File: src/rtl/oled_pkg.sv
// Shared definitions for the OLED SPI receiver: opcodes, FSM states, widths.
package oled_pkg;

   localparam int COL_W  = 7;
   localparam int PAGE_W = 3;

   // Opcodes the command decoder acts on
   localparam logic [7:0] CMD_SET_COL     = 8'h21;
   localparam logic [7:0] CMD_SET_PAGE    = 8'h22;
   localparam logic [7:0] CMD_DISPLAY_OFF = 8'hAE;
   localparam logic [7:0] CMD_DISPLAY_ON  = 8'hAF;

   // Single-argument commands whose argument is swallowed without effect
   localparam logic [7:0] CMD_ADDR_MODE   = 8'h20;
   localparam logic [7:0] CMD_CONTRAST    = 8'h81;
   localparam logic [7:0] CMD_CHARGE_PUMP = 8'h8D;
   localparam logic [7:0] CMD_MUX_RATIO   = 8'hA8;
   localparam logic [7:0] CMD_DISP_OFFSET = 8'hD3;
   localparam logic [7:0] CMD_CLK_DIV     = 8'hD5;
   localparam logic [7:0] CMD_PRECHARGE   = 8'hD9;
   localparam logic [7:0] CMD_COM_PINS    = 8'hDA;
   localparam logic [7:0] CMD_VCOMH       = 8'hDB;

   typedef enum logic [2:0] {
      ST_IDLE,
      ST_COL_START,
      ST_COL_END,
      ST_PAGE_START,
      ST_PAGE_END,
      ST_SKIP1
   } cmd_state_t;

   // True for commands that carry one argument byte we do not interpret
   function automatic logic is_skip_cmd(input logic [7:0] op);
      return (op == CMD_ADDR_MODE)   || (op == CMD_CONTRAST)    ||
             (op == CMD_CHARGE_PUMP) || (op == CMD_MUX_RATIO)   ||
             (op == CMD_DISP_OFFSET) || (op == CMD_CLK_DIV)     ||
             (op == CMD_PRECHARGE)   || (op == CMD_COM_PINS)    ||
             (op == CMD_VCOMH);
   endfunction

endpackage

File: src/rtl/oled_spi_receiver_if.sv
// SPI pin bundle between an OLED host (master) and the byte receiver (slave).
interface oled_spi_receiver_if;
   logic csn;
   logic dc;
   logic sclk;
   logic mosi;

   modport master (output csn, output dc, output sclk, output mosi);
   modport slave  (input csn, input dc, input sclk, input mosi);
endinterface

File: src/rtl/oled_spi_byte_rx.sv
// Pin synchronizers, SCLK rising-edge detection and 8-bit shift/bit counter.
// Offers a single-cycle strobe with the completed byte (combinational, aligned
// to the 8th detected edge) and a registered truncated-byte pulse.
module oled_spi_byte_rx
   import oled_pkg::*;
#(
   parameter int SYNC_STAGES = 2
) (
   input  logic                  clk,
   input  logic                  rst,
   oled_spi_receiver_if.slave    bus,
   output logic                  rx_strobe,
   output logic [7:0]            rx_data,
   output logic                  rx_dc,
   output logic                  frame_err
);

   // Packed as {mosi, sclk, dc, csn}; idle levels keep csn high, rest low
   localparam logic [3:0] SYNC_IDLE = 4'b0001;

   logic [SYNC_STAGES-1:0][3:0] sync_reg;
   logic [3:0]                  pin_vec;
   logic                        csn_s, dc_s, sclk_s, mosi_s;
   logic                        sclk_prev_reg;
   logic                        csn_prev_reg;
   logic [2:0]                  cnt_reg;
   logic [6:0]                  shift_reg;
   logic                        err_reg;
   logic                        sclk_rise;

   assign pin_vec = {bus.mosi, bus.sclk, bus.dc, bus.csn};
   assign csn_s   = sync_reg[SYNC_STAGES-1][0];
   assign dc_s    = sync_reg[SYNC_STAGES-1][1];
   assign sclk_s  = sync_reg[SYNC_STAGES-1][2];
   assign mosi_s  = sync_reg[SYNC_STAGES-1][3];

   // Edges are only meaningful while the chip is selected
   assign sclk_rise = sclk_s & ~sclk_prev_reg & ~csn_s;

   assign rx_strobe = sclk_rise && (cnt_reg == 3'd7);
   assign rx_data   = {shift_reg, mosi_s};
   assign rx_dc     = dc_s;
   assign frame_err = err_reg;

   // Synchronizer chain, edge history, bit shifting and truncation detection
   always_ff @(posedge clk) begin
      if (rst) begin
         sync_reg      <= {SYNC_STAGES{SYNC_IDLE}};
         sclk_prev_reg <= 1'b0;
         csn_prev_reg  <= 1'b1;
         cnt_reg       <= 3'd0;
         shift_reg     <= 7'd0;
         err_reg       <= 1'b0;
      end else begin
         sync_reg      <= {sync_reg[SYNC_STAGES-2:0], pin_vec};
         sclk_prev_reg <= sclk_s;
         csn_prev_reg  <= csn_s;
         // Deselect in the middle of a byte: the partial bits are dropped
         err_reg       <= csn_s & ~csn_prev_reg & (cnt_reg != 3'd0);
         if (csn_s) begin
            cnt_reg <= 3'd0;
         end else if (sclk_rise) begin
            shift_reg <= {shift_reg[5:0], mosi_s};
            cnt_reg   <= cnt_reg + 3'd1;
         end
      end
   end

endmodule

File: src/rtl/oled_spi_receiver.sv
// OLED controller front end: receives SPI bytes, decodes the command subset
// that shapes the GDDRAM write window, and turns data bytes into pixel writes
// with a horizontally auto-incrementing pointer.
module oled_spi_receiver
   import oled_pkg::*;
#(
   parameter int SYNC_STAGES = 2
) (
   input  logic              clk_ref_in,
   input  logic              reset_in,
   input  logic              oled_csn_in,
   input  logic              oled_dc_in,
   input  logic              oled_clk_in,
   input  logic              oled_mosi_in,
   output logic              byte_valid_out,
   output logic [7:0]        byte_out,
   output logic              byte_dc_out,
   output logic              pixel_we_out,
   output logic [COL_W-1:0]  pixel_col_out,
   output logic [PAGE_W-1:0] pixel_page_out,
   output logic [7:0]        pixel_data_out,
   output logic              display_on_out,
   output logic              frame_done_out,
   output logic              framing_err_out
);

   oled_spi_receiver_if pins ();

   assign pins.csn  = oled_csn_in;
   assign pins.dc   = oled_dc_in;
   assign pins.sclk = oled_clk_in;
   assign pins.mosi = oled_mosi_in;

   logic       rx_strobe;
   logic [7:0] rx_data;
   logic       rx_dc;
   logic       frame_err;

   oled_spi_byte_rx #(
      .SYNC_STAGES (SYNC_STAGES)
   ) u_byte_rx (
      .clk       (clk_ref_in),
      .rst       (reset_in),
      .bus       (pins.slave),
      .rx_strobe (rx_strobe),
      .rx_data   (rx_data),
      .rx_dc     (rx_dc),
      .frame_err (frame_err)
   );

   cmd_state_t        state_reg;
   logic              display_on_reg;
   logic [COL_W-1:0]  col_start_reg, col_end_reg, col_ptr_reg;
   logic [PAGE_W-1:0] page_start_reg, page_end_reg, page_ptr_reg;

   logic              byte_valid_reg;
   logic [7:0]        byte_reg;
   logic              byte_dc_reg;
   logic              pix_we_reg;
   logic [COL_W-1:0]  pix_col_reg;
   logic [PAGE_W-1:0] pix_page_reg;
   logic [7:0]        pix_data_reg;
   logic              frame_done_reg;

   logic              at_col_end;
   logic              at_page_end;

   assign at_col_end  = (col_ptr_reg == col_end_reg);
   assign at_page_end = (page_ptr_reg == page_end_reg);

   // Command FSM, write window and write pointer (pointer reloads from commands
   // and advances on data, so both live in this one block)
   always_ff @(posedge clk_ref_in) begin
      if (reset_in) begin
         state_reg      <= ST_IDLE;
         display_on_reg <= 1'b0;
         col_start_reg  <= '0;
         col_end_reg    <= '1;
         page_start_reg <= '0;
         page_end_reg   <= '1;
         col_ptr_reg    <= '0;
         page_ptr_reg   <= '0;
      end else if (rx_strobe) begin
         if (rx_dc) begin
            // Wrapping arithmetic handles start > end windows for free
            if (!at_col_end) begin
               col_ptr_reg <= col_ptr_reg + 1'b1;
            end else begin
               col_ptr_reg  <= col_start_reg;
               page_ptr_reg <= at_page_end ? page_start_reg : page_ptr_reg + 1'b1;
            end
         end else begin
            case (state_reg)
               ST_IDLE: begin
                  if (rx_data == CMD_SET_COL)
                     state_reg <= ST_COL_START;
                  else if (rx_data == CMD_SET_PAGE)
                     state_reg <= ST_PAGE_START;
                  else if (rx_data == CMD_DISPLAY_OFF)
                     display_on_reg <= 1'b0;
                  else if (rx_data == CMD_DISPLAY_ON)
                     display_on_reg <= 1'b1;
                  else if (is_skip_cmd(rx_data))
                     state_reg <= ST_SKIP1;
               end
               ST_COL_START: begin
                  col_start_reg <= rx_data[COL_W-1:0];
                  col_ptr_reg   <= rx_data[COL_W-1:0];
                  state_reg     <= ST_COL_END;
               end
               ST_COL_END: begin
                  col_end_reg <= rx_data[COL_W-1:0];
                  col_ptr_reg <= col_start_reg;
                  state_reg   <= ST_IDLE;
               end
               ST_PAGE_START: begin
                  page_start_reg <= rx_data[PAGE_W-1:0];
                  page_ptr_reg   <= rx_data[PAGE_W-1:0];
                  state_reg      <= ST_PAGE_END;
               end
               ST_PAGE_END: begin
                  page_end_reg <= rx_data[PAGE_W-1:0];
                  page_ptr_reg <= page_start_reg;
                  state_reg    <= ST_IDLE;
               end
               ST_SKIP1: state_reg <= ST_IDLE;
               default:  state_reg <= ST_IDLE;
            endcase
         end
      end
   end

   // Registered byte and pixel outputs, all aligned to the cycle after the 8th edge
   always_ff @(posedge clk_ref_in) begin
      if (reset_in) begin
         byte_valid_reg <= 1'b0;
         byte_reg       <= 8'd0;
         byte_dc_reg    <= 1'b0;
         pix_we_reg     <= 1'b0;
         pix_col_reg    <= '0;
         pix_page_reg   <= '0;
         pix_data_reg   <= 8'd0;
         frame_done_reg <= 1'b0;
      end else begin
         byte_valid_reg <= rx_strobe;
         pix_we_reg     <= rx_strobe & rx_dc;
         frame_done_reg <= rx_strobe & rx_dc & at_col_end & at_page_end;
         if (rx_strobe) begin
            byte_reg    <= rx_data;
            byte_dc_reg <= rx_dc;
         end
         if (rx_strobe && rx_dc) begin
            pix_col_reg  <= col_ptr_reg;
            pix_page_reg <= page_ptr_reg;
            pix_data_reg <= rx_data;
         end
      end
   end

   assign byte_valid_out  = byte_valid_reg;
   assign byte_out        = byte_reg;
   assign byte_dc_out     = byte_dc_reg;
   assign pixel_we_out    = pix_we_reg;
   assign pixel_col_out   = pix_col_reg;
   assign pixel_page_out  = pix_page_reg;
   assign pixel_data_out  = pix_data_reg;
   assign display_on_out  = display_on_reg;
   assign frame_done_out  = frame_done_reg;
   assign framing_err_out = frame_err;

endmodule

File: config.mk
export PLATFORM = sky130hd
export DESIGN_NAME = oled_spi_receiver
export DESIGN_NICKNAME = d
export VERILOG_FILES = /design/src/rtl/oled_pkg.sv /design/src/rtl/oled_spi_receiver_if.sv /design/src/rtl/oled_spi_byte_rx.sv /design/src/rtl/oled_spi_receiver.sv
export SDC_FILE = /design/constraint.sdc
export NUM_CORES = 1
export LEC_CHECK = 0
export CAP_MARGIN = 20
export CORE_UTILIZATION = 30
export DETAILED_ROUTE_END_ITERATION = 8
export PLACE_DENSITY = 0.57
export SYNTH_ARGS = -nofsm -noshare
export SYNTH_HDL_FRONTEND = slang
export SYNTH_SLANG_ARGS = --single-unit
File: constraint.sdc
create_clock -name clk_ref_in -period 2 [get_ports clk_ref_in]
set_input_delay 0.4 -clock clk_ref_in [delete_from_list [all_inputs] [get_ports clk_ref_in]]
set_output_delay 0.4 -clock clk_ref_in [all_outputs]
set_load 0.02 [all_outputs]
==> impl_table.tex, run 1 <==
\begin{tabular}{lr}
\hline
Metric & Value \\
\hline
\multicolumn{2}{l}{\textbf{Outcome}} \\
Result of the run & finished clean \\
\multicolumn{2}{l}{\textbf{Power and ir drop}} \\
Portion of total power attributed to the clock network & 48.9\% \\
Switching share of power & 20.7\% \\
Ratio of total power to cell area & 737 nW/um\^{}2 \\
Register share of total power & 49.0\% \\
Static power due to leakage & 1.63 nW \\
Share of total power in combinational logic & 2.1\% \\
Switching power & 0.000721 W \\
Cell internal power dissipation & 0.00277 W \\
Maximum ir drop on the vdd rail & 451 uV \\
\multicolumn{2}{l}{\textbf{Final layout}} \\
Total of fill cells in the finished design & 1240 \\
Total number of nets in the final design & 486 \\
Signed area change from the synthesized netlist to the final layout & 25.0\% \\
Commonest cells after routing, fill and taps aside & nand2\_1 (85), dfxtp\_1 (85), a21oi\_1 (41) \\
Storage element area & 1700 um\^{}2 \\
Antenna diode instance count & 0 \\
Fraction of layout instances using a drive strength above 1 & 11.5\% \\
Multi-input combinational cell area & 1920 um\^{}2 \\
Fin area & 4730 um\^{}2 \\
\multicolumn{2}{l}{\textbf{Setup path}} \\
Arrival time at the worst endpoint & 2.08 ns \\
Delay contributed by the slowest stage of the critical path & 0.55 ns \\
Start-to-end type of the worst setup path & register to register \\
Timing startpoint of the critical path & u\_byte\_rx.shift\_reg[6]\$\_SDFFE\_PP0P\_ \\
Worst EP required & 2.22 ns \\
Depth of the most critical reg-to-reg path & 5 \\
Maximum fanout along the worst path & 8 \\
Critical Path End & display\_on\_out\$\_SDFFE\_PP0P\_ \\
Reg-to-reg slack, setup & 0.14 ns \\
Worst path slowest cell & or4b\_4 \\
Ordered list of cells on the worst path & or4b\_4 -> o41a\_1 -> nand3\_1 -> mux2i\_1 -> nor2\_1 \\
Endpoint of the lowest-slack register-to-register path & display\_on\_out\$\_SDFFE\_PP0P\_ \\
Worst flop-to-flop path startpoint & u\_byte\_rx.shift\_reg[6]\$\_SDFFE\_PP0P\_ \\
Sort of element at the start of the critical path & register \\
Worst setup EP type & register \\
\multicolumn{2}{l}{\textbf{Synthesis}} \\
Net count of the mapped netlist & 447 \\
Number of flops mapped to enable cells by yosys & 0 \\
Post-Syn Instances & 436 \\
Share of flip-flops with an asynchronous set or reset after synthesis & 0\% \\
Distinct cells, synth & 52 \\
Top flip-flop cell by instance count after synthesis & dfxtp\_1 \\
Summed instance area of the synthesized netlist & 3780 um\^{}2 \\
Proportion of synthesized chip area in sequential cells & 45.0\% \\
Mean instance size in the synthesized netlist & 8.68 um\^{}2 \\
Flip-flop and latch count after synthesis & 85 \\
Synth Warn \# & 0 \\
\multicolumn{2}{l}{\textbf{Global routing}} \\
Combined global-route utilization of all metal layers & 15.1\% \\
Vias in the first global route & 3046 \\
Pin count of the biggest net entering global routing & 67 \\
Antenna violations before repair & 0 \\
First-pass GRT wire length & 15.3 mm \\
Overflow after GRT & 0 \\
\multicolumn{2}{l}{\textbf{Place}} \\
Detailed placer's ending HPWL & 6.29 mm \\
RD Place Congestion & 0.819 \\
Cell area reported after detailed placement & 4420 um\^{}2 \\
Count of input and output buffers & 37 \\
\multicolumn{2}{l}{\textbf{Drt}} \\
Final routed wirelength across all metal layers & 9.07 mm \\
Vias after detailed routing & 3097 \\
Via-to-Cell Ratio & 4.78 \\
DR DRC count & 0 \\
Number of DRC markers in iteration 0 & 197 \\
DR pass1 iterations & 4 \\
Post-route antenna net violation count & 0 \\
Wire length per cell & 14.0 um \\
\multicolumn{2}{l}{\textbf{Clock network}} \\
Clock tree from TritonCTS & built \\
Number of buffers inserted to repair setup after CTS & 0 \\
H-Tree Depth & 3 \\
Number of hold buffers added after CTS & 0 \\
Clock Path Buffers & 2 \\
TritonCTS Buffers & 9 \\
Total number of clock tree sinks & 85 \\
Clock root buffer & clkbuf\_16 \\
Clock Pin Slew Worst Setup and Hold Paths & 0.06 ns \\
Clock latency on the worst-skew pair & 0.34 ns \\
\multicolumn{2}{l}{\textbf{Floorplanning}} \\
I/O pins & 38 \\
Core Footprint & 12200 um\^{}2 \\
Effective utilization at floorplan & 31.1\% \\
Die height & 114 um \\
Die outline width & 114 um \\
DIE AREA & 13100 um\^{}2 \\
Number of placement rows & 40 \\
\multicolumn{2}{l}{\textbf{Min path}} \\
Worst hold path type & register to register \\
\multicolumn{2}{l}{\textbf{Timing}} \\
Max-slew violations & 0 \\
Worst-Margin Slew & 0.591 ns \\
Hold Fails Final Rpt & 0 \\
Setup Total Neg Slack & 0 ns \\
Setup Viol. Count Final & 0 \\
Minimum clock period & 1.86 ns \\
Worst clock skew & 0.00731 ns \\
Post-route clock period utilization & 92.8\% \\
Relative max-transition margin & 60.5\% \\
RSZ-0062 raised after global routing & false \\
Peak clock frequency supported by timing & 0.539 GHz \\
\multicolumn{2}{l}{\textbf{Flow run}} \\
Count of max-cap constraint violations & 0 \\
\hline
\end{tabular}
-- layout make-up --
class / instances / share of cell area (%)
multi-input cells: 312 / 40.7
flip-flops and latches: 85 / 36.0
repair buffers: 62 / 12.0
clock buffers: 11 / 5.34
well taps: 168 / 4.44
clock inverters: 5 / 1.24
inverters: 5 / 0.397
-- cell families (layout without fill, tap and decap cells) --
kind of cell / after synthesis / in the layout / share of synthesized area [%]
simple gates: 178 / 178 / 22.4
flops: 85 / 85 / 45.0
compound gates: 70 / 70 / 11.5
mux: 39 / 39 / 10.5
buf+inv: 39 / 83 / 4.26
xor+xnor: 19 / 19 / 4.40
fa+ha+maj: 6 / 6 / 1.92
-- worst min-delay path by stage --
stage                                                 start                             end  slack (ns)  cells after the start
after floorplan           u_byte_rx.csn_prev_reg$_SDFF_PP1_  u_byte_rx.frame_err$_SDFF_PP0_        0.38                      1
after global placement    u_byte_rx.csn_prev_reg$_SDFF_PP1_  u_byte_rx.frame_err$_SDFF_PP0_        0.39                      1
after detailed placement   u_byte_rx.sync_reg[0]$_SDFF_PP1_      u_byte_rx.csn_s$_SDFF_PP1_        0.40                      1
after CTS                 u_byte_rx.csn_prev_reg$_SDFF_PP1_  u_byte_rx.frame_err$_SDFF_PP0_        0.41                      1
after global routing      u_byte_rx.csn_prev_reg$_SDFF_PP1_  u_byte_rx.frame_err$_SDFF_PP0_        0.43                      1
final                     u_byte_rx.csn_prev_reg$_SDFF_PP1_  u_byte_rx.frame_err$_SDFF_PP0_        0.41                      1
-- through the flow --
| step | hold slack, ns | utilization, % | instances | power (W) | worst slack [ns] |
|---|---|---|---|---|---|
| final | 0.408 | 38.9 | 648 | 0.00349 | 0.145 |
| after global routing | 0.432 | 38.9 | 648 | 0.00361 | 0.00493 |
| after CTS | 0.410 | 38.9 | 648 | 0.00354 | 0.144 |
| after detailed placement | 0.398 | 36.3 | 632 | 0.00182 | 0.161 |
| after global placement | 0.389 | 36.3 | 632 | 0.00182 | 0.167 |
| after floorplan | 0.376 | - | 436 | 0.00179 | 0.157 |
-- synth_stat cells (all sizes together), types with 2 or more instances --
cell / count / area share, %
mux2i: 36 / 9.5
nor3b: 2 / 0.40
mux2: 3 / 0.99
and3: 3 / 0.50
dfxtp: 85 / 45
nor4b: 3 / 0.69
a21oi: 42 / 5.7
nand3: 22 / 2.9
nor2: 26 / 2.6
buf: 12 / 1.6
o211ai: 3 / 0.59
nor2b: 12 / 2.0
nor3: 5 / 0.66
xnor2: 18 / 4.2
inv: 4 / 0.40
nand2: 85 / 8.4
or2: 5 / 0.83
o21ai: 9 / 1.2
a2bb2oi: 3 / 0.86
clkbuf: 22 / 2.2
ha: 5 / 1.7
nand3b: 2 / 0.40
a31oi: 5 / 0.83
-- what timing repair did --
action,CTS,global route
gates resized for setup,0,1
hold endpoints to repair,0,0
endpoints found under the setup margin,0,5
-- power groups by stage --
stage / clock network, W / logic (W) / registers, W
detailed placement: 0 / 0.0000744 / 0.00175
global placement: 0 / 0.0000733 / 0.00175
floorplan: 0 / 0.0000478 / 0.00174
CTS: 0.00175 / 0.0000750 / 0.00171
finish: 0.00170 / 0.0000738 / 0.00171
global route: 0.00182 / 0.0000815 / 0.00171
-- layer usage --
metal,up-vias,wire [um],track usage (%),part of all wire (%)
met4,0,199,6.93,2.2
met2,58,4180,23.9,46
met1,1462,4370,19.2,48
li1,1562,-,-,-
met3,15,314,3.97,3.5
met5,-,0,0,0
-- worst max-delay path, delay by kind of cell (launching register included) --
| kind | cells | cell delay [ns] |
|---|---|---|
| and+or+nand+nor | 3 | 0.70 |
| DFF | 1 | 0.43 |
| AOI/OAI and AO/OA | 1 | 0.42 |
| muxes | 1 | 0.18 |
Note: power is estimated with default switching activity, not from simulation.
==> run 2, diff against run 1 <==
CORE_MARGIN = 2   (was default)
CORE_UTILIZATION = 50   (was 30)
CTS_BUF_LIST = sky130_fd_sc_hd__clkbuf_2 sky130_fd_sc_hd__clkbuf_4 sky130_fd_sc_hd__clkbuf_8   (was default)
PLACE_DENSITY = 0.81   (was 0.57)
==> run 2 against run 1 <==
Clock power shrank 35%. Sequential power is essentially flat. Routed wire length grew 0.67%. Sequential cell count is the same. Critical path depth grew 1. Largest cell class unchanged.
==> impl_table.tex, run 2 (synthesis results as in run 1) <==
\begin{tabular}{lr}
\hline
Metric & Value \\
\hline
\multicolumn{2}{l}{\textbf{Outcome}} \\
Result of the run & finished clean \\
\multicolumn{2}{l}{\textbf{Power and ir drop}} \\
Static power due to leakage & 1.59 nW \\
Maximum ir drop on the vdd rail & 416 uV \\
Ratio of total power to cell area & 633 nW/um\^{}2 \\
\multicolumn{2}{l}{\textbf{Floorplanning}} \\
Die height & 91.0 um \\
Number of placement rows & 31 \\
Effective utilization at floorplan & 51.9\% \\
DIE AREA & 8280 um\^{}2 \\
Core Footprint & 7290 um\^{}2 \\
Die outline width & 91.0 um \\
I/O pins & 38 \\
\multicolumn{2}{l}{\textbf{Timing}} \\
Relative max-transition margin & 66.6\% \\
Minimum setup slack in the final design & 0.165 ns \\
Setup Total Neg Slack & 0 ns \\
Max-slew violations & 0 \\
Post-route clock period utilization & 91.7\% \\
Minimum clock period & 1.83 ns \\
Peak clock frequency supported by timing & 0.545 GHz \\
Setup Viol. Count Final & 0 \\
RSZ-0062 raised after global routing & false \\
Tightest hold margin & 0.338 ns \\
Worst clock skew & 0.00825 ns \\
Hold Fails Final Rpt & 0 \\
Worst-Margin Slew & 0.501 ns \\
\multicolumn{2}{l}{\textbf{Global routing}} \\
Antenna violations before repair & 0 \\
First-pass GRT wire length & 15.2 mm \\
Vias in the first global route & 3181 \\
Overflow after GRT & 0 \\
Combined global-route utilization of all metal layers & 22.9\% \\
Pin count of the biggest net entering global routing & 49 \\
\multicolumn{2}{l}{\textbf{Min path}} \\
Worst hold path type & input pin to register \\
\multicolumn{2}{l}{\textbf{Setup path}} \\
Start-to-end type of the worst setup path & register to register \\
Reg-to-reg slack, setup & 0.17 ns \\
Cell type group with the largest total delay on the critical path & simple AND/OR/NAND/NOR gates \\
Worst path buffer plus inverter count & 0 \\
Delay contributed by the slowest stage of the critical path & 0.38 ns \\
Sort of element at the start of the critical path & register \\
Ordered list of cells on the worst path & ha\_1 -> ha\_1 -> and4bb\_2 -> o211ai\_1 -> and2\_1 -> a221o\_1 \\
Worst EP required & 2.26 ns \\
Arrival time at the worst endpoint & 2.09 ns \\
Most prevalent standard cell on the critical path & ha\_1 \\
Worst setup EP type & register \\
Maximum fanout along the worst path & 6 \\
Worst path slowest cell & dfxtp\_1 \\
\multicolumn{2}{l}{\textbf{Final layout}} \\
Leading cell type in the layout, fill and taps excluded & dfxtp\_1 \\
Fraction of layout instances using a drive strength above 1 & 12.8\% \\
Commonest cells after routing, fill and taps aside & dfxtp\_1 (85), nand2\_1 (84), a21oi\_1 (41) \\
Total number of nets in the final design & 492 \\
Antenna diode instance count & 0 \\
Signed area change from the synthesized netlist to the final layout & 20.0\% \\
\multicolumn{2}{l}{\textbf{Clock network}} \\
Clock tree from TritonCTS & built \\
Number of hold buffers added after CTS & 0 \\
TritonCTS Buffers & 9 \\
H-Tree Depth & 3 \\
Clock Path Buffers & 2 \\
Clock Pin Slew Worst Setup and Hold Paths & 0.08 ns \\
Clock root buffer & clkbuf\_8 \\
Number of buffers inserted to repair setup after CTS & 0 \\
Clock latency on the worst-skew pair & 0.37 ns \\
Total number of clock tree sinks & 85 \\
\multicolumn{2}{l}{\textbf{Drt}} \\
DR DRC count & 0 \\
Vias after detailed routing & 3229 \\
Wire length per cell & 15.6 um \\
Number of DRC markers in iteration 0 & 328 \\
Post-route antenna net violation count & 0 \\
Final routed wirelength across all metal layers & 9.13 mm \\
DR pass1 iterations & 5 \\
Via-to-Cell Ratio & 5.52 \\
\multicolumn{2}{l}{\textbf{Place}} \\
Detailed placer's ending HPWL & 6.44 mm \\
Worst slack at placement & 0.117 ns \\
RD Place Congestion & 0.887 \\
Count of input and output buffers & 37 \\
\multicolumn{2}{l}{\textbf{Flow run}} \\
Count of max-cap constraint violations & 0 \\
\hline
\end{tabular}
-- run 2: cell types whose count changed in the layout (fill, tap and decap cells not counted) --
cell	change
clkbuf_8	+7
clkbuf_16	-9
inv_6	+2
nand2_1	-1
clkinvlp_4	+1
nand2_2	+1
buf_4	+7
bufinv_16	-1
buf_12	-1
clkinv_2	+1
clkinv_4	-1
-- run 2: power by group --
| part | switching (W) | internal [W] |
|---|---|---|
| registers | 0.00000755 | 0.00170 |
| logic | 0.0000434 | 0.0000296 |
| clock network | 0.000641 | 0.000454 |
| total | 0.000692 | 0.00218 |
-- run 2: repair_timing --
item	in CTS	in global routing
endpoints found under the setup margin	0	4
gates resized for setup	0	2
hold endpoints to repair	0	0
-- run 2: routing by layer --
layer / track usage (%) / wire [um] / up-vias
met3: 4.48 / 450 / 15
met1: 28.1 / 3870 / 1528
met2: 39.1 / 4630 / 116
met4: 9.47 / 171 / 0
met5: 0 / 0 / -
li1: - / - / 1570
-- run 2: cell type report --
| cell class | instances | area [um^2] |
|---|---|---|
| Inverter | 5 | 18.8 |
| Clock inverter | 7 | 50.0 |
| Sequential cell | 85 | 1700 |
| Multi-Input combinational cell | 312 | 1930 |
| Timing Repair Buffer | 68 | 598 |
| Clock buffer | 9 | 124 |
| Fill cell | 656 | 2750 |
| Tap cell | 99 | 124 |
-- run 2: stage by stage --
stage	power [W]	util, %	instances	cell area (um^2)
after global placement	0.00182	59.8	569	4360
after floorplan	0.00179	-	436	3780
final	0.00287	62.3	585	4540
after CTS	0.00289	62.2	585	4540
after global routing	0.00296	62.3	585	4540
after detailed placement	0.00182	59.8	569	4360
-- run 2: worst paths after layout --
kind / from / end / depth (start not counted)
hold reg to reg: u_byte_rx.csn_prev_reg$_SDFF_PP1_ / u_byte_rx.frame_err$_SDFF_PP0_ / 1
setup reg to reg: u_byte_rx.cnt_reg[0]$_SDFFE_PP0P_ / col_ptr_reg[0]$_SDFFE_PP0P_ / 6
hold / removal: reset_in / byte_valid_out$_SDFF_PP0_ / 2
setup / recovery: u_byte_rx.cnt_reg[0]$_SDFFE_PP0P_ / col_ptr_reg[0]$_SDFFE_PP0P_ / 6
==> run 3, diff against run 2 <==
clock period = 1.7 ns   (was 2 ns; I/O delays follow)
==> run 3 against run 2 <==
The flow now finishes with violations (setup timing). Maximum frequency grew 5.9%. Sequential cell count is the same. Routed wire length grew 14%. Final cell count grew 3.8%. Worst setup slack lost 0.20 ns. Register-to-register slack lost 0.20 ns. Die area is the same. Via count grew 7.6%. Sequential power grew 18%. Clock power grew 35%. Combinational power grew 30%. Non-clock buffer count grew 22. Largest cell class unchanged.
==> impl_table.tex, run 3 (synthesis results as in run 1) <==
\begin{tabular}{lr}
\hline
Metric & Value \\
\hline
\multicolumn{2}{l}{\textbf{Setup path}} \\
Arrival time at the worst endpoint & 2.03 ns \\
Worst setup EP type & register \\
Timing startpoint of the critical path & u\_byte\_rx.shift\_reg[4]\$\_SDFFE\_PP0P\_ \\
Maximum fanout along the worst path & 12 \\
Cell type group with the largest total delay on the critical path & compound AO/OA/AOI/OAI gates \\
Endpoint of the lowest-slack register-to-register path & state\_reg[0]\$\_SDFFE\_PP0P\_ \\
Worst flop-to-flop path startpoint & u\_byte\_rx.shift\_reg[4]\$\_SDFFE\_PP0P\_ \\
Critical Path End & state\_reg[0]\$\_SDFFE\_PP0P\_ \\
WP depth & 6 \\
Depth of the most critical reg-to-reg path & 6 \\
Most prevalent standard cell on the critical path & o21ai\_1 \\
Sort of element at the start of the critical path & register \\
Start-to-end type of the worst setup path & register to register \\
Worst path slowest cell & a2111oi\_4 \\
Worst path buffer plus inverter count & 1 \\
Ordered list of cells on the worst path & buf\_6 -> nor4bb\_1 -> o21ai\_1 -> a2111oi\_4 -> nor4b\_1 -> o21ai\_1 \\
Reg-to-reg slack, setup & -0.03 ns \\
Worst EP required & 2.00 ns \\
Delay contributed by the slowest stage of the critical path & 0.41 ns \\
\multicolumn{2}{l}{\textbf{Final layout}} \\
Signed area change from the synthesized netlist to the final layout & 31.4\% \\
Total of fill cells in the finished design & 553 \\
Commonest cells after routing, fill and taps aside & nand2\_1 (82), dfxtp\_1 (80), buf\_4 (46) \\
Multi-input combinational cell area & 2050 um\^{}2 \\
Total number of nets in the final design & 514 \\
Antenna diode instance count & 0 \\
Storage element area & 1710 um\^{}2 \\
Non-filler cells in the finished layout & 607 \\
Fraction of layout instances using a drive strength above 1 & 21.5\% \\
Leading cell type in the layout, fill and taps excluded & nand2\_1 \\
\multicolumn{2}{l}{\textbf{Floorplanning}} \\
Die height & 91.0 um \\
Die outline width & 91.0 um \\
I/O pins & 38 \\
DIE AREA & 8280 um\^{}2 \\
Effective utilization at floorplan & 51.9\% \\
Core Footprint & 7290 um\^{}2 \\
Number of placement rows & 31 \\
\multicolumn{2}{l}{\textbf{Flow run}} \\
Count of max-cap constraint violations & 0 \\
\multicolumn{2}{l}{\textbf{Timing}} \\
Peak clock frequency supported by timing & 0.577 GHz \\
Minimum clock period & 1.73 ns \\
RSZ-0062 raised after global routing & true \\
Max-slew violations & 0 \\
Tightest hold margin & 0.330 ns \\
Setup Viol. Count Final & 2 \\
Worst clock skew & 0.0151 ns \\
Post-route clock period utilization & 102\% \\
Relative max-transition margin & 76.4\% \\
Worst-Margin Slew & 0.349 ns \\
Hold Fails Final Rpt & 0 \\
Minimum setup slack in the final design & -0.0324 ns \\
\multicolumn{2}{l}{\textbf{Clock network}} \\
Clock tree from TritonCTS & built \\
TritonCTS Buffers & 9 \\
Total number of clock tree sinks & 85 \\
H-Tree Depth & 3 \\
Clock Pin Slew Worst Setup and Hold Paths & 0.09 ns \\
Clock root buffer & clkbuf\_8 \\
Clock latency on the worst-skew pair & 0.37 ns \\
Clock Path Buffers & 2 \\
\multicolumn{2}{l}{\textbf{Power and ir drop}} \\
Ratio of total power to cell area & 722 nW/um\^{}2 \\
Total Power & 0.00359 W \\
Register share of total power & 55.9\% \\
Share of total power in combinational logic & 2.6\% \\
Static power due to leakage & 2.00 nW \\
Portion of total power attributed to the clock network & 41.5\% \\
Cell internal power dissipation & 0.00274 W \\
Switching power & 0.000852 W \\
Switching share of power & 23.7\% \\
Maximum ir drop on the vdd rail & 734 uV \\
\multicolumn{2}{l}{\textbf{Global routing}} \\
Combined global-route utilization of all metal layers & 23.7\% \\
Overflow after GRT & 0 \\
Antenna violations before repair & 0 \\
Pin count of the biggest net entering global routing & 29 \\
First-pass GRT wire length & 15.7 mm \\
Vias in the first global route & 3283 \\
\multicolumn{2}{l}{\textbf{Place}} \\
Count of input and output buffers & 37 \\
Worst slack at placement & -0.0168 ns \\
Count of placed standard cells including taps & 586 \\
RD Place Congestion & 0.904 \\
Detailed placer's ending HPWL & 6.72 mm \\
\multicolumn{2}{l}{\textbf{Drt}} \\
Post-route antenna net violation count & 0 \\
DR DRC count & 0 \\
Number of DRC markers in iteration 0 & 251 \\
Via-to-Cell Ratio & 5.72 \\
DR pass1 iterations & 5 \\
Final routed wirelength across all metal layers & 10.4 mm \\
Vias after detailed routing & 3474 \\
Wire length per cell & 17.1 um \\
\multicolumn{2}{l}{\textbf{Min path}} \\
Worst hold path type & input pin to register \\
\multicolumn{2}{l}{\textbf{Outcome}} \\
Violations in the final reports & setup timing \\
Result of the run & complete, but fails checks \\
\hline
\end{tabular}
==> run 3: power groups by stage <==
stage                     Sequential, W  Clock (W)  Combinational, W
after CTS                       0.00201    0.00149         0.0000909
after floorplan                 0.00205          0         0.0000577
after global routing            0.00201    0.00157          0.000102
after global placement          0.00205          0         0.0000879
after detailed placement        0.00205          0         0.0000900
final                           0.00201    0.00149         0.0000951
==> run 3: final cells by class <==
cell class / instances / area share [%]
multi-input cells: 312 / 41.2
well taps: 99 / 2.49
flip-flops and latches: 85 / 34.3
clock inverters: 7 / 1.66
clock buffers: 9 / 2.49
inverters: 5 / 0.377
repair buffers: 90 / 17.4
==> run 3: timing repair <==
action                     in CTS  in global routing
setup buffers                   1                  2
setup endpoints to repair       6                 60
pin swaps                       1                 16
gates cloned                    0                  3
gates resized for setup         2                 42
hold buffers                    0                  0
==> run 3: worst min-delay path by stage <==
stage / from / end / cells past startpoint
global route: reset_in / col_start_reg[1]$_SDFFE_PP0P_ / 2
floorplan: u_byte_rx.csn_prev_reg$_SDFF_PP1_ / u_byte_rx.frame_err$_SDFF_PP0_ / 1
finish: reset_in / col_start_reg[1]$_SDFFE_PP0P_ / 2
global placement: u_byte_rx.sync_reg[0]$_SDFF_PP1_ / u_byte_rx.csn_s$_SDFF_PP1_ / 1
detailed placement: u_byte_rx.sync_reg[0]$_SDFF_PP1_ / u_byte_rx.csn_s$_SDFF_PP1_ / 1
CTS: reset_in / col_start_reg[1]$_SDFFE_PP0P_ / 2
==> run 3: per-layer routing <==
metal | global-route usage (%) | up-vias | part of all wire, %
met5 | 0 | - | 0
met4 | 9.34 | 0 | 2.1
met3 | 4.40 | 26 | 5.2
met2 | 41.1 | 141 | 51
met1 | 29.1 | 1687 | 41
li1 | - | 1620 | -
==> run 3: per-stage QoR <==
step	TNS (ns)	util [%]	instance area, um^2
after floorplan	-0.0210	-	3830
after global placement	0	62.1	4530
after detailed placement	-0.0346	62.1	4530
after CTS	-0.00252	65.1	4750
after global routing	-0.540	68.2	4970
final	-0.0402	68.2	4970
